File: config.mk
export PLATFORM = sky130hd
export DESIGN_NAME = mem_rd_perf_mon
export DESIGN_NICKNAME = d
export VERILOG_FILES = /design/src/rtl/mem_perf_pkg.sv /design/src/rtl/mem_rd_pattern_chk.sv /design/src/rtl/mem_rd_perf_mon.sv
export SDC_FILE = /design/constraint.sdc
export NUM_CORES = 1
export LEC_CHECK = 0
export CORE_AREA = 8 8 309 311
export DETAILED_ROUTE_END_ITERATION = 12
export DIE_AREA = 0 0 317 319
export PLACE_DENSITY_LB_ADDON = 0.15
export SLEW_MARGIN = 40
export SYNTH_ARGS = -nofsm -noshare
export SYNTH_HDL_FRONTEND = slang
export SYNTH_SLANG_ARGS = --single-unit
File: constraint.sdc
create_clock -name clk -period 5.7 [get_ports clk]
set_input_delay 0.855 -clock clk [delete_from_list [all_inputs] [get_ports clk]]
set_output_delay 0.855 -clock clk [all_outputs]
set_load 0.01 [all_outputs]
File: src/rtl/mem_perf_pkg.sv
// Shared types and constants for the DRAM read performance monitor.
package mem_perf_pkg;

    typedef enum logic [2:0] {
        ST_IDLE,
        ST_ARMED,
        ST_RUN,
        ST_DRAIN,
        ST_DONE
    } mon_state_t;

    localparam int          DATA_W_DFLT = 512;
    localparam int          LANES       = DATA_W_DFLT / 32;
    localparam logic [15:0] LAT_SAT     = 16'hFFFF;

endpackage

File: src/rtl/mem_rd_pattern_chk.sv
// Registered fill-pattern checker: lane j of beat n must equal seed + n*lanes + j.
// Instantiated by mem_rd_perf_mon only when MEM_RD_PERF_CHECK_EN is defined.
module mem_rd_pattern_chk
    import mem_perf_pkg::*;
#(
    parameter int DATA_W = DATA_W_DFLT,
    parameter int CNT_W  = 32
) (
    input  logic              clk,
    input  logic              rst,
    input  logic              vld_p0,
    input  logic [CNT_W-1:0]  beat_idx,
    input  logic [31:0]       seed,
    input  logic [DATA_W-1:0] rdata,
    output logic              err_p1
);

    localparam int NL = DATA_W / 32;

    logic [31:0]   base;
    logic [NL-1:0] lane_bad;

    always_comb begin
        base     = seed + 32'(beat_idx) * 32'(NL);
        lane_bad = '0;
        for (int j = 0; j < NL; j++) begin
            lane_bad[j] = rdata[j*32 +: 32] != (base + 32'(j));
        end
    end

    // p0 -> p1: one flag per beat, counted by the top a cycle later
    always_ff @(posedge clk) begin
        if (rst) begin
            err_p1 <= 1'b0;
        end else begin
            err_p1 <= vld_p0 & (|lane_bad);
        end
    end

endmodule

File: src/rtl/mem_rd_perf_mon.sv
// Passive AXI read-side monitor: beats, bursts, run cycles, AR->R latency, RRESP errors.
// Define MEM_RD_PERF_CHECK_EN to build the read-data pattern checker.
module mem_rd_perf_mon
    import mem_perf_pkg::*;
#(
    parameter int DATA_W = DATA_W_DFLT,
    parameter int CNT_W  = 32,
    parameter int LAT_W  = 16
) (
    input  logic              clk,
    input  logic              rst,
    input  logic              enable,
    input  logic [CNT_W-1:0]  expected_beats,
    input  logic [31:0]       seed,
    input  logic              arvalid,
    input  logic              arready,
    input  logic [7:0]        arlen,
    input  logic              rvalid,
    input  logic              rready,
    input  logic [DATA_W-1:0] rdata,
    input  logic [1:0]        rresp,
    input  logic              rlast,
    output logic              done,
    output logic [63:0]       cycle_count,
    output logic [CNT_W-1:0]  beat_count,
    output logic [CNT_W-1:0]  burst_count,
    output logic [CNT_W-1:0]  resp_err_count,
    output logic [CNT_W-1:0]  data_err_count,
    output logic [LAT_W-1:0]  lat_max,
    output logic [LAT_W-1:0]  lat_min,
    output logic              overrun
);

    function automatic logic [63:0] sat_inc64(input logic [63:0] v);
        return (&v) ? v : v + 64'd1;
    endfunction

    function automatic logic [LAT_W-1:0] sat_inc_lat(input logic [LAT_W-1:0] v);
        return (&v) ? v : v + LAT_W'(1);
    endfunction

    mon_state_t       state_q, state_d;
    logic             enable_q;
    logic [CNT_W-1:0] exp_q;
    logic [LAT_W-1:0] lat_timer;
    logic             lat_open;

    logic beat_hs, ar_hs, active, cnt_beat, cnt_ar, arm_clr, last_beat;

    // arlen/rlast are snooped but the run end is defined by expected_beats
    logic unused_snoop;
    assign unused_snoop = ^{arlen, rlast};

    assign beat_hs   = rvalid & rready;
    assign ar_hs     = arvalid & arready;
    assign active    = (state_q == ST_ARMED) || (state_q == ST_RUN);
    assign cnt_beat  = beat_hs & active;
    assign cnt_ar    = ar_hs & active;
    assign arm_clr   = (state_q == ST_IDLE) && enable && !enable_q;
    assign last_beat = cnt_beat && ((beat_count + CNT_W'(1)) == exp_q);
    assign done      = (state_q == ST_DONE);

    always_ff @(posedge clk) begin
        if (rst) begin
            state_q  <= ST_IDLE;
            enable_q <= 1'b0;
        end else begin
            state_q  <= state_d;
            enable_q <= enable;
        end
    end

    always_comb begin
        state_d = state_q;
        case (state_q)
            ST_IDLE:  if (arm_clr) state_d = ST_ARMED;
            ST_ARMED: begin
                if (!enable)                  state_d = ST_IDLE;
                else if (exp_q == '0)         state_d = ST_DRAIN;
                else if (last_beat)           state_d = ST_DRAIN;
                else if (ar_hs)               state_d = ST_RUN;
            end
            ST_RUN: begin
                if (!enable)                  state_d = ST_IDLE;
                else if (last_beat)           state_d = ST_DRAIN;
            end
            ST_DRAIN: state_d = enable ? ST_DONE : ST_IDLE;
            ST_DONE:  if (!enable) state_d = ST_IDLE;
            default:  state_d = ST_IDLE;
        endcase
    end

    // Run configuration is plain data, captured only on arming
    always_ff @(posedge clk) begin
        if (arm_clr) begin
            exp_q <= expected_beats;
        end
    end

    always_ff @(posedge clk) begin
        if (rst) begin
            cycle_count    <= '0;
            beat_count     <= '0;
            burst_count    <= '0;
            resp_err_count <= '0;
            lat_max        <= '0;
            lat_min        <= '1;
            lat_timer      <= '0;
            lat_open       <= 1'b0;
            overrun        <= 1'b0;
        end else begin
            if (beat_hs && !active) overrun <= 1'b1;
            if (arm_clr) begin
                cycle_count    <= '0;
                beat_count     <= '0;
                burst_count    <= '0;
                resp_err_count <= '0;
                lat_max        <= '0;
                lat_min        <= '1;
                lat_timer      <= '0;
                lat_open       <= 1'b0;
            end else begin
                if (cnt_ar) burst_count <= burst_count + CNT_W'(1);
                if (cnt_beat) begin
                    beat_count <= beat_count + CNT_W'(1);
                    if (rresp != 2'b00) resp_err_count <= resp_err_count + CNT_W'(1);
                end
                if (cnt_ar && state_q == ST_ARMED) cycle_count <= 64'd1;
                else if (state_q == ST_RUN)         cycle_count <= sat_inc64(cycle_count);
                // A beat closes the open burst before a same-cycle AR reopens it
                if (cnt_beat && lat_open) begin
                    if (lat_timer > lat_max) lat_max <= lat_timer;
                    if (lat_timer < lat_min) lat_min <= lat_timer;
                end
                if (cnt_ar) begin
                    lat_open  <= 1'b1;
                    lat_timer <= LAT_W'(1);
                end else if (cnt_beat) begin
                    lat_open  <= 1'b0;
                end else if (lat_open) begin
                    lat_timer <= sat_inc_lat(lat_timer);
                end
            end
        end
    end

`ifdef MEM_RD_PERF_CHECK_EN
    logic [31:0] seed_q;
    logic        err_p1;

    always_ff @(posedge clk) begin
        if (arm_clr) begin
            seed_q <= seed;
        end
    end

    mem_rd_pattern_chk #(
        .DATA_W (DATA_W),
        .CNT_W  (CNT_W)
    ) u_pattern_chk (
        .clk      (clk),
        .rst      (rst),
        .vld_p0   (cnt_beat),
        .beat_idx (beat_count),
        .seed     (seed_q),
        .rdata    (rdata),
        .err_p1   (err_p1)
    );

    always_ff @(posedge clk) begin
        if (rst || arm_clr) begin
            data_err_count <= '0;
        end else if (err_p1) begin
            data_err_count <= data_err_count + CNT_W'(1);
        end
    end
`else
    logic unused_cfg;
    assign unused_cfg     = ^{seed, rdata};
    assign data_err_count = '0;
`endif

endmodule

==> out/results.tsv, run 1 <==
metric	value	unit
powerDensity	253.7	mW/mm^2
r2r-start	beat_count[0]	
rr_worst_depth	9	
grt_pass1_vias	10250	
timing.final.crit_period	4.076	ns
cpMostUsedCell	nand4_1	
synthTopCellsByArea	dfxtp_1 35%, xor2_1 8.3%, edfxtp_1 7.9%	
placedInstanceArea	0.01580	mm^2
num-fill-cells	10050	
routed_wl	43970	um
top_layer_used	met5	
skew	0.02093	ns
fmax	245.3	MHz
slew_headroom	45.79	%
finalSetupViolations	0	
dp_hpwl	33030	um
cts_setup_buffers	0	
holdCritPathClass	register to register	
firstDrtPassIters	4	
vias	10340	
multi_input_area	0.006431	mm^2
area_growth	40.45	%
rows	111	
syn_inst	1386	
wl_met2	19700	um
regArea	0.005245	mm^2
clkSinkCount	246	
synth_seq_cells	246	
antenna_found_initial	5	
dieArea	0.1011	mm^2
setup_ws	1.624	ns
cts-root-buf	clkbuf_16	
hold_depth	2	
ys_warn_count	0	
cts.htree.levels	2	
finalPower	4334	uW
power.switching	1020	uW
preCtsSetupSlack	1.316	ns
grt_start_max_net_pins	66	
holdPathEnd	overrun	
layout.nets	2246	
drc	0	
crit_path_end_kind	register	
ys.flop_type	dfxtp_1	
tns	0	ns
drtAntennaViolNets	0	
critPathMaxFanout	13	
combPwrFrac	3.5	%
io_pins	820	
internal_power	3314	uW
crit_type	register to register	
vdd_drop_max	171.1	uV
cp_cell_sequence	ha_1, nand3_1, or4_1, nor4_2, xnor2_1, nand4_1, nor4_1, nand4_1, mux2_1	
holdBufCountCts	0	
syn_area_per_cell	8.775	um^2
hold_violations	0	
synth_edf_count	32	
period_share	71.51	%
drive_above_1_share	5.653	%
netlist_area	0.01216	mm^2
rsz0062_at_grt	false	
maxCapViolations	0	
pwr-share-seq	41.4	%
worstSkewPairLatency	0.55	ns
tightest_slew	0.8057	ns
die_w	317	um
critPathLaunchType	register	
timing.rr.end	state_q[0]	
ctsLongestPathBuffers	3	
cts_resized	0	
die_y	319	um
drtIter0Drc	400	
critical_path_required	6.13	ns
synth-async-reset-ratio	0	%
hold_slack	0.4822	ns
start_util	13.41	%
status	complete, no violations	
grt_use_total	8.435	%
overflow	0	
yosysSeqAreaShare	43.13	%
p_clk_share	55.0	%
drt-met1-wl	19230	um
grt_first_pass_wirelength	66270	um
slowest_stage	or4_1	
io_buffers	234	
postLayoutCellArea	0.01708	mm^2
synth_area_leader_cell	dfxtp_1	
cp.arrival	4.51	ns
ys_types	55	
gp_congestion	0.7578	
synth_top_area_share	35.23	%
regToRegSetupSlack	1.62	ns
critPathMaxStageDelay	0.84	ns
core_area	0.09069	mm^2
hp-start	overrun	
cts_tree	yes	
leakage	0.005849	uW
clkTransAtPathRegs	0.05	ns
finalMaxSlewViolations	0	
route.met3.wl	3606	um
switching_share	23.54	%
vias_per_cell	3.648	
cts_made_buffers	38	
wl_per_cell	15.52	um
state kept, by name, indices dropped and copies added, names as in the netlist:
name / count
beat_count: 32
lat_timer: 16
cycle_count: 64
state_q: 3
exp_q: 32
enable_q: 1
resp_err_count: 32
lat_min: 16
burst_count: 32
lat_max: 16
overrun: 1
lat_open: 1
logic make-up (layout without fill, tap and decap cells):
family / after synthesis / count (layout) / share of synthesized area, %
and+or+nand+nor: 622 / 622 / 25.13
DFF: 246 / 246 / 43.13
other: 1 / 34 / 0.03083
adders and majority gates: 36 / 36 / 3.704
AOI/OAI and AO/OA: 122 / 122 / 6.338
muxes: 25 / 25 / 2.068
xor gates and xnor gates: 197 / 197 / 14.25
buffers and inverters: 137 / 365 / 5.350
area by class of cell:
class	instances	area share, %
sequential	246	30.71
timing repair buffer	247	14.36
clock inverter	10	0.7545
multi-input combinational	1034	37.65
clock buffer	59	6.739
tap	1186	8.687
inverter	49	1.077
antenna	2	0.02930
layout by cell type, fill, tap and decap left out, drive strengths merged, types with 3 or more instances in the layout:
master / instances
clkinv: 5
clkinvlp: 3
conb: 32
nor3: 27
buf: 13
and4: 22
a21o: 6
o21ai: 29
clkbuf: 59
edfxtp: 32
nand4: 55
nor2: 210
clkdlybuf4s50: 234
ha: 36
nand3: 70
or3: 32
a31oi: 5
o211ai: 19
or2: 6
nand2: 108
inv: 49
nand2b: 5
and2: 13
o31ai: 5
nor2b: 7
xnor2: 82
a2111oi: 6
nor4: 25
dfxtp: 214
a21oi: 41
xor2: 115
mux2i: 24
and3: 35
critical path: cells and delay by family, from the launching register on:
kind	cells	cell delay, ns
XOR/XNOR	1	0.22
flip-flops	1	0.50
adder cells (fa/ha/maj)	1	0.31
multiplexers	1	0.38
AND/OR/NAND/NOR	6	2.54
metrics by stage:
| stage | utilization [%] | cells |
|---|---|---|
| 3_3_place_gp | 17.40 | 2762 |
| 5_1_grt | 18.83 | 2831 |
| 3_5_place_dp | 17.42 | 2762 |
| 6_report | 18.83 | 2833 |
| 2_1_floorplan | - | 1417 |
| 4_1_cts | 18.83 | 2831 |
synthesized netlist by cell type (32+ instances only):
cell type    n
xor2_1     115
or3_1       32
nand2_1    108
and3_1      35
nand4_1     55
clkbuf_1    46
buf_4       33
xnor2_1     81
nor2_1     210
nand3_1     70
ha_1        36
dfxtp_1    214
inv_1       49
a21oi_1     41
edfxtp_1    32
worst max-delay path by stage:
| stage | start | to | slack, ns | depth (start not counted) |
|---|---|---|---|---|
| final | beat_count[0] | state_q[0] | 1.62 | 9 |
| after CTS | beat_count[0] | state_q[0] | 1.47 | 9 |
| after floorplan | enable | cycle_count[2] | 1.12 | 6 |
| after global routing | beat_count[0] | state_q[0] | 1.28 | 9 |
| after global placement | rvalid | state_q[0] | 1.33 | 10 |
| after detailed placement | rvalid | state_q[0] | 1.32 | 10 |
power groups by stage:
stage          combinational [uW]  sequential (uW)  clock (uW)
2_1_floorplan                 103             1830           0
3_3_place_gp                  157             1830           0
3_5_place_dp                  159             1830           0
4_1_cts                       159             1790        2510
5_1_grt                       170             1800        2570
6_report                      154             1790        2390
layer usage:
metal / vias up / track usage, %
li1: 5185 / -
met1: 4850 / 10.34
met2: 230 / 13.41
met3: 67 / 3.208
met4: 4 / 2.966
met5: - / 0
(Power assumes the default switching activity.)
==> run 2, diff against run 1 <==
clock period = 4.05 ns   (was 5.7 ns; I/O delays follow)
==> run 2 against run 1 <==
Against the previous run: die area is the same; via count increased by 1.2%; critical endpoint unchanged; combinational power is 45% higher; maximum frequency up 15%; power grew 35%; register-to-register slack worse by 1.1 ns; sequential power grew 41%; largest cell class unchanged; global-route usage up 0.15 points.
==> out/results.tsv, run 2 (synthesis results as in run 1) <==
metric	value	unit	change
critPathMaxStageDelay	0.59	ns	-0.25 ns
final_common_cell	clkdlybuf4s50_1		
finalMaxSlewViolations	0		unchanged
grt_start_max_net_pins	99		+50%
drive_above_1_share	6.663	%	+1.0 points
antenna_found_initial	4		-1
timing.final.crit_period	3.540	ns	-0.5358 ns
slowest_stage	or4_1		
firstDrtPassIters	4		unchanged
worstSkewPairLatency	0.55	ns	about the same
cp_cell_sequence	ha_1, nand3_1, or4_1, buf_4, a2111oi_0, a31o_2, mux2i_1, nor4_1, nand4_1, mux2_1		
overflow	0		unchanged
tightest_slew	0.8464	ns	+0.04067 ns
holdBufCountCts	0		unchanged
fin_cells	2855		+0.78%
dp_hpwl	33890	um	+2.6%
hold_violations	0		unchanged
crit_path_end_kind	register		
critPathMaxFanout	12		-1
start_util	13.41	%	unchanged
skew	0.02615	ns	+0.005212 ns
largest_reg_flops	64		unchanged
regToRegSetupSlack	0.51	ns	-1.11 ns
core_area	0.09069	mm^2	unchanged
period_share	87.41	%	+16 points
clkSinkCount	246		unchanged
cts-root-buf	clkbuf_16		
clkTransAtPathRegs	0.06	ns	about the same
crit_type	register to register		
die_y	319	um	unchanged
maxCapViolations	0		unchanged
dieArea	0.1011	mm^2	unchanged
drtIter0Drc	364		-9.0%
die_w	317	um	unchanged
drc	0		unchanged
vdd_drop_max	199.4	uV	+17%
layout.nets	2269		+1.0%
critical_path_required	4.48	ns	-1.65 ns
finalSetupViolations	0		unchanged
ctsLongestPathBuffers	3		unchanged
finalPower	5842	uW	+35%
status	complete, no violations		
drtAntennaViolNets	0		unchanged
vias	10460		+1.2%
wl_per_cell	15.59	um	+0.47%
leakage	0.005923	uW	+1.3%
cts_setup_buffers	0		unchanged
area_growth	40.96	%	
grt_pass1_vias	10390		+1.4%
slew_headroom	43.06	%	-2.7 points
cts_resized	0		unchanged
critPathTopFamily	simple AND/OR/NAND/NOR gates		
powerDensity	340.8	mW/mm^2	+34%
final_cell_mix	234 x clkdlybuf4s50_1, 214 x dfxtp_1, 209 x nor2_1, 115 x xor2_1, 107 x nand2_1		
critPathLaunchType	register		
dp_cells	2788		+0.94%
io_buffers	234		unchanged
holdCritPathClass	register to register		
fmax	282.5	MHz	+15%
cts.htree.levels	2		unchanged
rows	111		unchanged
tns	0	ns	unchanged
preCtsSetupSlack	0.2104	ns	-1.106 ns
cp.arrival	3.97	ns	-0.54 ns
vias_per_cell	3.663		+0.39%
grt_first_pass_wirelength	67240	um	+1.5%
io_pins	820		unchanged
timing.critical_path.buf_inv	1		+1
regMostFlops	cycle_count		
cts_tree	yes		
setup_ws	0.5097	ns	-1.114 ns
num-fill-cells	10050		-0.0099%
grt_use_total	8.582	%	+0.15 points
cts_made_buffers	35		-7.9%
rsz0062_at_grt	false		
gp_congestion	0.7423		-2.0%
routed_wl	44520	um	+1.2%
-- run 2: layout make-up --
class                      count  area, um^2  area share [%]
sequential                   246        5245           30.60
multi-input combinational   1034        6420           37.45
inverter                      49       183.9           1.073
clock inverter                11       127.6          0.7445
clock buffer                  53        1015           5.919
timing repair buffer         273        2660           15.52
antenna                        3       7.507         0.04379
tap                         1186        1484           8.656
-- run 2: metal layers --
| layer | global-route usage, % | share of wire, % | up-vias |
|---|---|---|---|
| met2 | 13.92 | 46 | 210 |
| li1 | - | - | 5245 |
| met1 | 10.59 | 44 | 4934 |
| met4 | 2.773 | 2.8 | 2 |
| met3 | 2.937 | 7.6 | 66 |
| met5 | 0 | 0.029 | - |
-- run 2: worst paths after layout --
| path | from | to | cells past startpoint |
|---|---|---|---|
| worst max-delay path | beat_count[0] | state_q[0] | 10 |
| worst min-delay path | cycle_count[1] | cycle_count[1] | 2 |
| worst max register to register | beat_count[0] | state_q[0] | 10 |
| worst min register to register | cycle_count[1] | cycle_count[1] | 2 |
-- run 2: power breakdown --
group          switching (uW)  leakage [uW]  internal, uW
clock                    1230      0.000550          1870
sequential               22.2       0.00203          2500
combinational             141       0.00335          83.2
-- run 2: per-stage QoR --
| step | hold slack [ns] | cell area, um^2 | util [%] |
|---|---|---|---|
| 2_1_floorplan | 0.4734 | 12280 | - |
| 3_3_place_gp | 0.4785 | 15990 | 17.63 |
| 3_5_place_dp | 0.4889 | 15990 | 17.63 |
| 4_1_cts | 0.5029 | 17140 | 18.89 |
| 5_1_grt | 0.5378 | 17140 | 18.89 |
| 6_report | 0.4962 | 17140 | 18.90 |
-- run 2: worst reg2reg max path, cell delays in order (launching register included) --
cell and delay (ns):
dfxtp_1 0.52, ha_1 0.31, nand3_1 0.14, or4_1 0.59, buf_4 0.22, a2111oi_0 0.39, a31o_2 0.16, mux2i_1 0.11
nor4_1 0.38, nand4_1 0.26, mux2_1 0.36
==> run 3, diff against run 2 <==
CAP_MARGIN = 20   (was default)
SETUP_SLACK_MARGIN = 0.5   (was default)
==> run 3 against run 2 <==
Against the previous run: setup slack better by 0.24 ns; combinational power hardly changed; critical path type unchanged; largest power group unchanged; clock power is essentially flat; global-route usage unchanged.
==> out/results.tsv, run 3 (synthesis results as in run 1) <==
metric	value	unit	change
maxCapViolations	0		unchanged
hold_violations	0		unchanged
die_y	319	um	unchanged
crit_path_end_kind	register		
status	complete, no violations		
dp_hpwl	33890	um	unchanged
period_share	81.51	%	-5.9 points
powerDensity	340.5	mW/mm^2	about the same
leakage	0.005939	uW	+0.27%
finalMaxSlewViolations	0		unchanged
critPathLaunchType	register		
die_w	317	um	unchanged
ctsLongestPathBuffers	3		unchanged
finalPower	5845	uW	about the same
grt_use_total	8.582	%	unchanged
vias	10460		+0.057%
routed_wl	44570	um	+0.11%
slew_headroom	42.95	%	-0.11 points
firstDrtPassIters	4		unchanged
clkTransAtPathRegs	0.06	ns	about the same
fmax	302.9	MHz	+7.2%
largest_reg_flops	64		unchanged
dieArea	0.1011	mm^2	unchanged
cp.arrival	3.73	ns	-0.24 ns
cts_tree	yes		
antenna_found_initial	4		unchanged
worstSkewPairLatency	0.55	ns	about the same
critical_path_required	4.48	ns	about the same
holdCritPathClass	register to register		
vias_per_cell	3.665		about the same
io_pins	820		unchanged
holdBufCountCts	0		unchanged
grt_pass1_vias	10390		unchanged
rows	111		unchanged
gp_congestion	0.7423		unchanged
core_area	0.09069	mm^2	unchanged
tightest_slew	0.8480	ns	+0.001599 ns
area_growth	41.15	%	
drc	0		unchanged
overflow	0		unchanged
timing.final.crit_period	3.301	ns	-0.2392 ns
cts.htree.levels	2		unchanged
crit_type	register to register		
vdd_drop_max	199.8	uV	+0.21%
num-fill-cells	10050		+0.010%
tns	0	ns	unchanged
cts_setup_buffers	0		unchanged
clkSinkCount	246		unchanged
grt_start_max_net_pins	99		unchanged
cts_made_buffers	35		unchanged
final_common_cell	clkdlybuf4s50_1		
start_util	13.41	%	unchanged
cts-root-buf	clkbuf_16		
wl_per_cell	15.61	um	+0.11%
regArea	0.005246	mm^2	about the same
rsz0062_at_grt	false		
regMostFlops	cycle_count		
skew	0.02648	ns	+0.0003345 ns
drtIter0Drc	390		+7.1%
io_buffers	234		unchanged
multi_input_area	0.006442	mm^2	+0.35%
layout.nets	2269		unchanged
finalSetupViolations	0		unchanged
critPathMaxFanout	12		unchanged
grt_first_pass_wirelength	67240	um	unchanged
drtAntennaViolNets	0		unchanged
final_cell_mix	234 x clkdlybuf4s50_1, 213 x dfxtp_1, 209 x nor2_1, 115 x xor2_1, 107 x nand2_1		
drive_above_1_share	6.903	%	+0.24 points
[run 3: cell counts in the layout (fill, tap and decap cells not counted)]
Identical to the previous run, type by type.
[run 3: final timing paths]
check                 start             end  slack, ns  cells past startpoint
max           beat_count[1]      state_q[0]       0.75                     10
min          cycle_count[1]  cycle_count[1]       0.50                      2
max reg2reg   beat_count[1]      state_q[0]       0.75                     10
min reg2reg  cycle_count[1]  cycle_count[1]       0.50                      2
[run 3: metal layers]
layer | share of wire (%) | track usage [%] | vias up
met1 | 44 | 10.59 | 4934
met4 | 2.8 | 2.773 | 2
met3 | 7.5 | 2.937 | 66
li1 | - | - | 5251
met2 | 46 | 13.92 | 210
met5 | 0.029 | 0 | -
[run 3: critical path, cell delays in order (launching register included)]
cell and delay, ns:
dfxtp_1 0.45, ha_2 0.28, nand3_1 0.12, or4_4 0.56, buf_4 0.20, a2111oi_1 0.37, a31o_2 0.16, mux2i_1 0.12
nor4_2 0.34, nand4_1 0.23, mux2_1 0.36
[run 3: timing repair]
action,CTS,global route
hold endpoints to repair,0,0
pin swaps,0,1
endpoints found under the setup margin,1,2
resized for setup,1,5
[run 3: power breakdown]
part	switching, uW	internal, uW	leakage (uW)
Sequential	22.1	2500	0.00203
Combinational	142	83.3	0.00336
Clock	1230	1870	0.000550
Total	1390	4450	0.00594
[run 3: stage by stage]
stage	std cells	instance area [um^2]	worst slack [ns]	util, %	hold slack [ns]
finish	2855	17170	0.7490	18.93	0.4964
global route	2852	17160	0.5556	18.92	0.5378
CTS	2852	17140	0.5347	18.90	0.5029
detailed placement	2788	15990	0.2104	17.63	0.4889
global placement	2788	15990	0.1948	17.63	0.4785
floorplan	1417	12280	0.8212	-	0.4734
[run 3: area by class of cell]
| type | instances | share of cell area, % |
|---|---|---|
| inverter | 49 | 1.071 |
| sequential | 246 | 30.56 |
| antenna | 3 | 0.04373 |
| clock inverter | 11 | 0.7434 |
| timing repair buffer | 273 | 15.50 |
| tap | 1186 | 8.644 |
| multi-input combinational | 1034 | 37.53 |
| clock buffer | 53 | 5.911 |
